==> config.mk <==
export PLATFORM = sky130hd
export DESIGN_NAME = mem_arbiter
export DESIGN_NICKNAME = d
export VERILOG_FILES = /design/src/rtl/mem_arbiter.sv
export SDC_FILE = /design/constraint.sdc
export NUM_CORES = 1
export LEC_CHECK = 0
export ABC_CLOCK_PERIOD_IN_PS = 4750
export CELL_PAD_IN_SITES_DETAIL_PLACEMENT = 1
export CELL_PAD_IN_SITES_GLOBAL_PLACEMENT = 1
export CORE_MARGIN = 2
export CORE_UTILIZATION = 30
export CTS_BUF_LIST = sky130_fd_sc_hd__clkbuf_4
export CTS_CLUSTER_SIZE = 25
export DETAILED_ROUTE_END_ITERATION = 10
export PLACE_DENSITY_LB_ADDON = 0.1
export SETUP_SLACK_MARGIN = 0.15
export SYNTH_ARGS = -nofsm -noshare
export SYNTH_HDL_FRONTEND = slang
export SYNTH_SLANG_ARGS = --single-unit
==> constraint.sdc <==
create_clock -name clock -period 4.75 [get_ports clock]
set_clock_uncertainty 0.1 [all_clocks]
set_input_delay 0.95 -clock clock [delete_from_list [all_inputs] [get_ports clock]]
set_output_delay 0.95 -clock clock [all_outputs]
set_load 0.05 [all_outputs]
==> src/rtl/mem_arbiter.sv <==
// mem_arbiter: two-port arbiter/sequencer in front of a level-sensitive RAM (SETUP/ACCESS/HOLD strobe framing).
// Define MEM_ARB_FIXED_PRIO_EN to make port 0 win every tie instead of round-robin.
module mem_arbiter #(
    parameter int ADDR_W  = 9,
    parameter int DATA_W  = 32,
    parameter int RD_WAIT = 1,
    parameter int WR_WAIT = 1
) (
    input  logic              clock,
    input  logic              clear,
    input  logic              p0_req,
    input  logic              p0_we,
    input  logic [ADDR_W-1:0] p0_addr,
    input  logic [DATA_W-1:0] p0_wdata,
    output logic              p0_ack,
    output logic [DATA_W-1:0] p0_rdata,
    input  logic              p1_req,
    input  logic              p1_we,
    input  logic [ADDR_W-1:0] p1_addr,
    input  logic [DATA_W-1:0] p1_wdata,
    output logic              p1_ack,
    output logic [DATA_W-1:0] p1_rdata,
    output logic              ram_read,
    output logic              ram_write,
    output logic [ADDR_W-1:0] ram_address,
    output logic [DATA_W-1:0] ram_wdata,
    input  logic [DATA_W-1:0] ram_rdata,
    output logic              busy,
    output logic              grant_id
);
    localparam int MAX_WAIT = (RD_WAIT > WR_WAIT) ? RD_WAIT : WR_WAIT;
    localparam int CNT_W    = (MAX_WAIT > 1) ? $clog2(MAX_WAIT) : 1;
    localparam logic [CNT_W-1:0] RD_LOAD = CNT_W'(RD_WAIT - 1);
    localparam logic [CNT_W-1:0] WR_LOAD = CNT_W'(WR_WAIT - 1);

    typedef enum logic [2:0] {IDLE, SETUP, ACCESS, HOLD, RESP} state_t;

    state_t            state_reg;
    logic              we_reg;
    logic [CNT_W-1:0]  cnt_reg;
    logic              mask_valid_reg;
    logic              mask_id_reg;
    logic [1:0]        req_vec;
    logic [1:0]        elig;
    logic              win_id;
    logic              sel_we;
    logic [ADDR_W-1:0] sel_addr;
    logic [DATA_W-1:0] sel_wdata;
    logic              last_access;

    assign req_vec     = {p1_req, p0_req};
    assign last_access = (state_reg == ACCESS) && (cnt_reg == '0);

    // Per-port request masking, ack pulse and read-data capture.
    genvar gi;
    generate
        for (gi = 0; gi < 2; gi++) begin : g_port
            logic              ack_reg;
            logic [DATA_W-1:0] rdata_reg;

            assign elig[gi] = req_vec[gi] & ~(mask_valid_reg & (mask_id_reg == 1'(gi)));

            always_ff @(posedge clock) begin
                if (clear) begin
                    ack_reg   <= 1'b0;
                    rdata_reg <= '0;
                end else begin
                    ack_reg <= (state_reg == HOLD) && (grant_id == 1'(gi));
                    if (last_access && !we_reg && (grant_id == 1'(gi)))
                        rdata_reg <= ram_rdata;
                end
            end
        end
    endgenerate

    assign p0_ack   = g_port[0].ack_reg;
    assign p1_ack   = g_port[1].ack_reg;
    assign p0_rdata = g_port[0].rdata_reg;
    assign p1_rdata = g_port[1].rdata_reg;

`ifdef MEM_ARB_FIXED_PRIO_EN
    assign win_id = ~elig[0];
`else
    logic last_reg;

    // Tie goes to the port not served last; pointer moves at grant time.
    assign win_id = (elig[0] & elig[1]) ? ~last_reg : elig[1];

    always_ff @(posedge clock) begin
        if (clear)
            last_reg <= 1'b1;
        else if ((state_reg == IDLE) && (|elig))
            last_reg <= win_id;
    end
`endif

    assign sel_we    = win_id ? p1_we    : p0_we;
    assign sel_addr  = win_id ? p1_addr  : p0_addr;
    assign sel_wdata = win_id ? p1_wdata : p0_wdata;

    // Address/data registers load only at grant, so they frame every strobe on both sides.
    always_ff @(posedge clock) begin
        if (clear) begin
            state_reg      <= IDLE;
            we_reg         <= 1'b0;
            cnt_reg        <= '0;
            mask_valid_reg <= 1'b0;
            mask_id_reg    <= 1'b0;
            ram_read       <= 1'b0;
            ram_write      <= 1'b0;
            ram_address    <= '0;
            ram_wdata      <= '0;
            busy           <= 1'b0;
            grant_id       <= 1'b0;
        end else begin
            case (state_reg)
                IDLE: begin
                    mask_valid_reg <= 1'b0;
                    if (|elig) begin
                        state_reg   <= SETUP;
                        busy        <= 1'b1;
                        grant_id    <= win_id;
                        we_reg      <= sel_we;
                        ram_address <= sel_addr;
                        ram_wdata   <= sel_wdata;
                    end
                end
                SETUP: begin
                    state_reg <= ACCESS;
                    cnt_reg   <= we_reg ? WR_LOAD : RD_LOAD;
                    ram_read  <= ~we_reg;
                    ram_write <= we_reg;
                end
                ACCESS: begin
                    if (cnt_reg == '0) begin
                        state_reg <= HOLD;
                        ram_read  <= 1'b0;
                        ram_write <= 1'b0;
                    end else begin
                        cnt_reg <= cnt_reg - CNT_W'(1);
                    end
                end
                HOLD: begin
                    state_reg <= RESP;
                end
                RESP: begin
                    state_reg      <= IDLE;
                    busy           <= 1'b0;
                    mask_valid_reg <= 1'b1;
                    mask_id_reg    <= grant_id;
                end
                default: begin
                    state_reg <= IDLE;
                    busy      <= 1'b0;
                    ram_read  <= 1'b0;
                    ram_write <= 1'b0;
                end
            endcase
        end
    end
endmodule

==> metrics.yaml, run 1 <==
p_comb_frac: 0.319
final_cell_mix: "229 x clkdlybuf4s50_1, 220 x nand2_1, 118 x dfxtp_1"
clkLatencyLatePin_ps: 520
wire_per_inst_um: 16.2
dieArea_um2: 15900
cts_resized: 0
synth_seq_cells: 118
grt_util_all_layers: 0.201
drt_iter0_markers: 230
critPathKind: "flop to output pin"
cts_root_buf: "clkbuf_4"
fin_crit_ps: 2980
io-pin-count: 231
avgViaCountPerCell: 4.89
synth_top_area_frac: 0.528
setup_viol: 0
cts.sinks: 118
drtPass1Iterations: 5
die_height_um: 126
design.core.area_um2: 14500
async_flop_share: 0
startpoint: "grant_id$_SDFFE_PP0P_"
rsz0062_at_grt: "false"
drv_cap: 0
syn_avg_cell_area_um2: 7.84
gp_congestion: 0.803
p_clk_frac: 0.241
holdBufCountCts: 0
cp-end-kind: "output pin"
cts_tree: "yes"
path_cells: "clkdlybuf4s50_1"
max-slew-margin-rel: 0.305
nNetsFinal: 900
synthSimpleGateAreaFrac: 0.246
post-place-cells: 945
synth_edf_count: 0
post_cts_buffers: 0
h-tree-depth: 4
outcome: "complete, no violations"
n_antenna_cell: 0
start_kind: "flop"
worstMarginPinSlew_ps: 1040
drtAntennaViolNets: 0
cts_buffers: 17
yosysWarnings: 0
synth-compound-area-share: 0.172
fillers: 1759
drive_gt1_frac: 0.0480
path_buf_inv: 1
worstPathArrival_ps: 1930
syn_area_um2: 4480
clk_pin_slew_ps: 100
synth_fa_ha_area_frac: 0
layout_commonest_cell: "clkdlybuf4s50_1"
holdCritStartpoint: "p0_rdata[18]$_SDFFE_PP0P_"
hp-class: "flop to flop"
timing.rr.start: "state_reg[2]$_SDFFE_PP0P_"
cp_slowest_cell: "clkdlybuf4s50_1"
grt_pass1_vias: 5132
gr-total-overflow: 0
clk_path_buf_depth: 2
final_cells: 975
synthFlopType: "dfxtp_1"
synth_fp_nets: 691
p_switching_uw: 921
critPathRequiredTime_ps: 3700
p_per_area_nw_per_um2: 362
seqPwrFrac: 0.439
grt_max_degree: 82
start_util: 0.308
synth_top_area_cell: "dfxtp_1"
num_rows: 44
synth-xor-area-share: 0.00196
cp_top_family: "buffers and inverters"
synth_cell_types: 28
clock.fmax_mhz: 336
grt_antenna_before_repair: 0
leakage_uw: 0.00252
die-width_um: 126
synth_top_family_by_area: "simple AND/OR/NAND/NOR gates"
vias: 4769
setup_tns_ps: 0
p_int_uw: 1650
crit_fanout: 9
drcViolationCount: 0
hold_violations: 0
wl_um: 15800
ir_worst_vdd_v: 0.000174
io_buffers: 230
seq_area_frac_synth: 0.528
synthMuxAreaShare: 0.00475
sw_frac_of_total: 0.358
cpPeakStageDelay_ps: 900
grt_pass1_wl_um: 25500
syn_inst: 571
slew_violations: 0
ys_top_cells_by_area: "dfxtp_1 53%, nand2_1 18%, a311oi_1 8.2%, a21oi_1 7.7%, nor2_1 3.9%"
post-route-period-util: 0.627
area_delta_synth_final_pct: 58.6
dp_hpwl_um: 11200
[per-stage QoR]
| stage | utilization | hold slack, ps | total power (uW) | instance area, um^2 | worst slack (ps) |
|---|---|---|---|---|---|
| after CTS | 0.489 | 362 | 2610 | 7100 | 1680 |
| after detailed placement | 0.473 | 348 | 1980 | 6880 | 1310 |
| after global routing | 0.489 | 378 | 2720 | 7100 | 1630 |
| final | 0.489 | 359 | 2570 | 7100 | 1770 |
| after floorplan | - | 357 | 1650 | 4480 | 2480 |
| after global placement | 0.473 | 341 | 1960 | 6880 | 1460 |
[power by group through the flow]
| stage | sequential (uW) | combinational [uW] | clock [uW] |
|---|---|---|---|
| 2_1_floorplan | 1420 | 232 | 0 |
| 3_3_place_gp | 1150 | 809 | 0 |
| 3_5_place_dp | 1150 | 826 | 0 |
| 4_1_cts | 1130 | 829 | 650 |
| 5_1_grt | 1140 | 879 | 695 |
| 6_report | 1130 | 822 | 622 |
[cell type report]
| class | count | area (um^2) | area share |
|---|---|---|---|
| clock buffers | 22 | 165 | 0.0232 |
| flip-flops and latches | 118 | 2360 | 0.333 |
| well taps | 184 | 230 | 0.0324 |
| multi-input cells | 404 | 1910 | 0.269 |
| clock inverters | 8 | 60.1 | 0.00845 |
| inverters | 1 | 3.75 | 0.000528 |
| repair buffers | 238 | 2370 | 0.334 |
[final timing paths]
path	depth (start not counted)	slack, ps	end
max	1	1770	grant_id
min	2	360	p0_rdata[18]$_SDFFE_PP0P_
max reg2reg	5	2080	ram_wdata[7]$_SDFFE_PP0P_
min reg2reg	2	360	p0_rdata[18]$_SDFFE_PP0P_
[cell usage after synthesis, drive strengths merged, types with 3 or more instances]
master and instances:
buf 19, and2 3, nand2 220, a311oi 42, nor2 47, clkbuf 29, dfxtp 118, a21oi 69
nor3 4
[per-layer routing]
| layer | part of all wire | track usage | up-vias |
|---|---|---|---|
| met3 | 0.079 | 0.0782 | 24 |
| met2 | 0.49 | 0.346 | 166 |
| met5 | 0 | 0 | - |
| met1 | 0.41 | 0.221 | 2255 |
| met4 | 0.023 | 0.0821 | 0 |
| li1 | - | - | 2324 |
[kinds of logic after synthesis]
group                  Yosys count
flip-flops                     118
AO/OA/AOI/OAI                  118
buffers and inverters           49
AND/OR/NAND/NOR                283
multiplexers                     2
XOR/XNOR                         1
(Power assumes the default switching activity.)
==> run 2, diff against run 1 <==
--- a/config.mk
+++ b/config.mk
@@ -5,11 +5,11 @@
 export SDC_FILE = /design/constraint.sdc
 export NUM_CORES = 1
 export LEC_CHECK = 0
-export ABC_CLOCK_PERIOD_IN_PS = 4750
+export ABC_CLOCK_PERIOD_IN_PS = 2400
 export CELL_PAD_IN_SITES_DETAIL_PLACEMENT = 1
 export CELL_PAD_IN_SITES_GLOBAL_PLACEMENT = 1
 export CORE_MARGIN = 2
-export CORE_UTILIZATION = 30
+export CORE_UTILIZATION = 25
 export CTS_BUF_LIST = sky130_fd_sc_hd__clkbuf_4
 export CTS_CLUSTER_SIZE = 25
 export DETAILED_ROUTE_END_ITERATION = 10
==> constraint.sdc (replaced) <==
create_clock -name clock -period 2.4 [get_ports clock]
set_clock_uncertainty 0.1 [all_clocks]
set_input_delay 0.48 -clock clock [delete_from_list [all_inputs] [get_ports clock]]
set_output_delay 0.48 -clock clock [all_outputs]
set_load 0.05 [all_outputs]
==> metrics.yaml, run 2 (same netlist as run 1, synthesis figures left out) <==
clock.fmax_mhz: 485
critPathRequiredTime_ps: 2730
clkLatencyLatePin_ps: 520
die-width_um: 138
num_rows: 48
clk_path_buf_depth: 2
start_util: 0.257
worstMarginPinSlew_ps: 558
grt_max_degree: 63
grt_util_all_layers: 0.172
fin_crit_ps: 2060
leakage_uw: 0.00306
max-slew-margin-rel: 0.629
layout_commonest_cell: "nand2_1"
hold_violations: 0
p_total_uw: 5290
cts.sinks: 118
slew_violations: 0
seqCellArea_um2: 2360
gp_congestion: 0.741
h-tree-depth: 4
post-route-period-util: 0.859
area_delta_synth_final_pct: 60.5
gr-total-overflow: 0
p_per_area_nw_per_um2: 735
drv_cap: 0
fillers: 2081
dp_hpwl_um: 11600
drive_gt1_frac: 0.0672
io_buffers: 230
rsz0062_at_grt: "false"
final_cell_mix: "220 x nand2_1, 118 x dfxtp_1, 118 x clkdlybuf4s50_1"
grt_pass1_wl_um: 25100
cts_root_buf: "clkbuf_4"
wire_per_inst_um: 15.5
timing.rr.start: "state_reg[2]$_SDFFE_PP0P_"
crit_fanout: 62
setup_tns_ps: 0
startpoint: "state_reg[2]$_SDFFE_PP0P_"
grt_pass1_vias: 5030
nNetsFinal: 910
critPathKind: "flop to flop"
wl_um: 15900
drtPass1Iterations: 4
start_kind: "flop"
post_cts_buffers: 0
design.core.area_um2: 17400
avgViaCountPerCell: 4.64
clk_pin_slew_ps: 110
hp-class: "primary input to flop"
vias: 4778
setup_viol: 0
worstPathArrival_ps: 2390
holdBufCountCts: 0
die_height_um: 138
cts_buffers: 17
io-pin-count: 231
drtAntennaViolNets: 0
holdCritStartpoint: "clear"
dieArea_um2: 19000
cp-end-kind: "flop"
multi_input_area_um2: 1910
outcome: "complete, no violations"
ir_worst_vdd_v: 0.000329
drcViolationCount: 0
cts_tree: "yes"
drt_iter0_markers: 136
grt_antenna_before_repair: 1
[run 2: timing repair]
item,4_1_cts,5_1_grt
resized for setup,110,0
endpoints found under the setup margin,110,0
hold endpoints to repair,0,0
[run 2: report_power, final]
group | switching (uW) | internal (uW)
clock | 784 | 722
combinational | 1030 | 521
sequential | 101 | 2130
total | 1910 | 3370
[run 2: layout make-up]
type	instances	area share
clock buffers	18	0.0188
diodes	1	0.000348
clock inverters	14	0.0223
flip-flops and latches	118	0.329
multi-input cells	404	0.266
repair buffers	248	0.324
inverters	1	0.000522
well taps	225	0.0392
[run 2: layer usage]
layer	share of wire	GRT usage
met1	0.42	0.194
met2	0.48	0.295
met3	0.087	0.0655
met4	0.015	0.0635
met5	0	0
[run 2: path summary, 6_finish.rpt]
| kind | cells after the start | endpoint | slack, ps |
|---|---|---|---|
| max | 5 | ram_wdata[15]$_SDFFE_PP0P_ | 340 |
| min | 2 | ram_write$_SDFFE_PP0N_ | 240 |
| min reg2reg | 2 | p0_rdata[9]$_SDFFE_PP0P_ | 360 |
| max reg2reg | 5 | ram_wdata[15]$_SDFFE_PP0P_ | 340 |
[run 2: through the flow]
step / instance area (um^2) / hold WS [ps] / worst slack, ps / std cells / util
6_report: 7190 / 239 / 338 / 1029 / 0.413
5_1_grt: 7190 / 183 / 196 / 1029 / 0.413
3_5_place_dp: 7030 / 346 / 45.1 / 996 / 0.404
3_3_place_gp: 7030 / 342 / 176 / 996 / 0.404
2_1_floorplan: 4480 / 357 / 602 / 571 / -
4_1_cts: 7190 / 183 / 299 / 1028 / 0.413
[run 2: critical path: stages, from the launching register on]
cell and delay (ps):
dfxtp_1 430, or3_1 470, a211oi_4 290, buf_12 290, nor2_1 80, a311oi_1 290
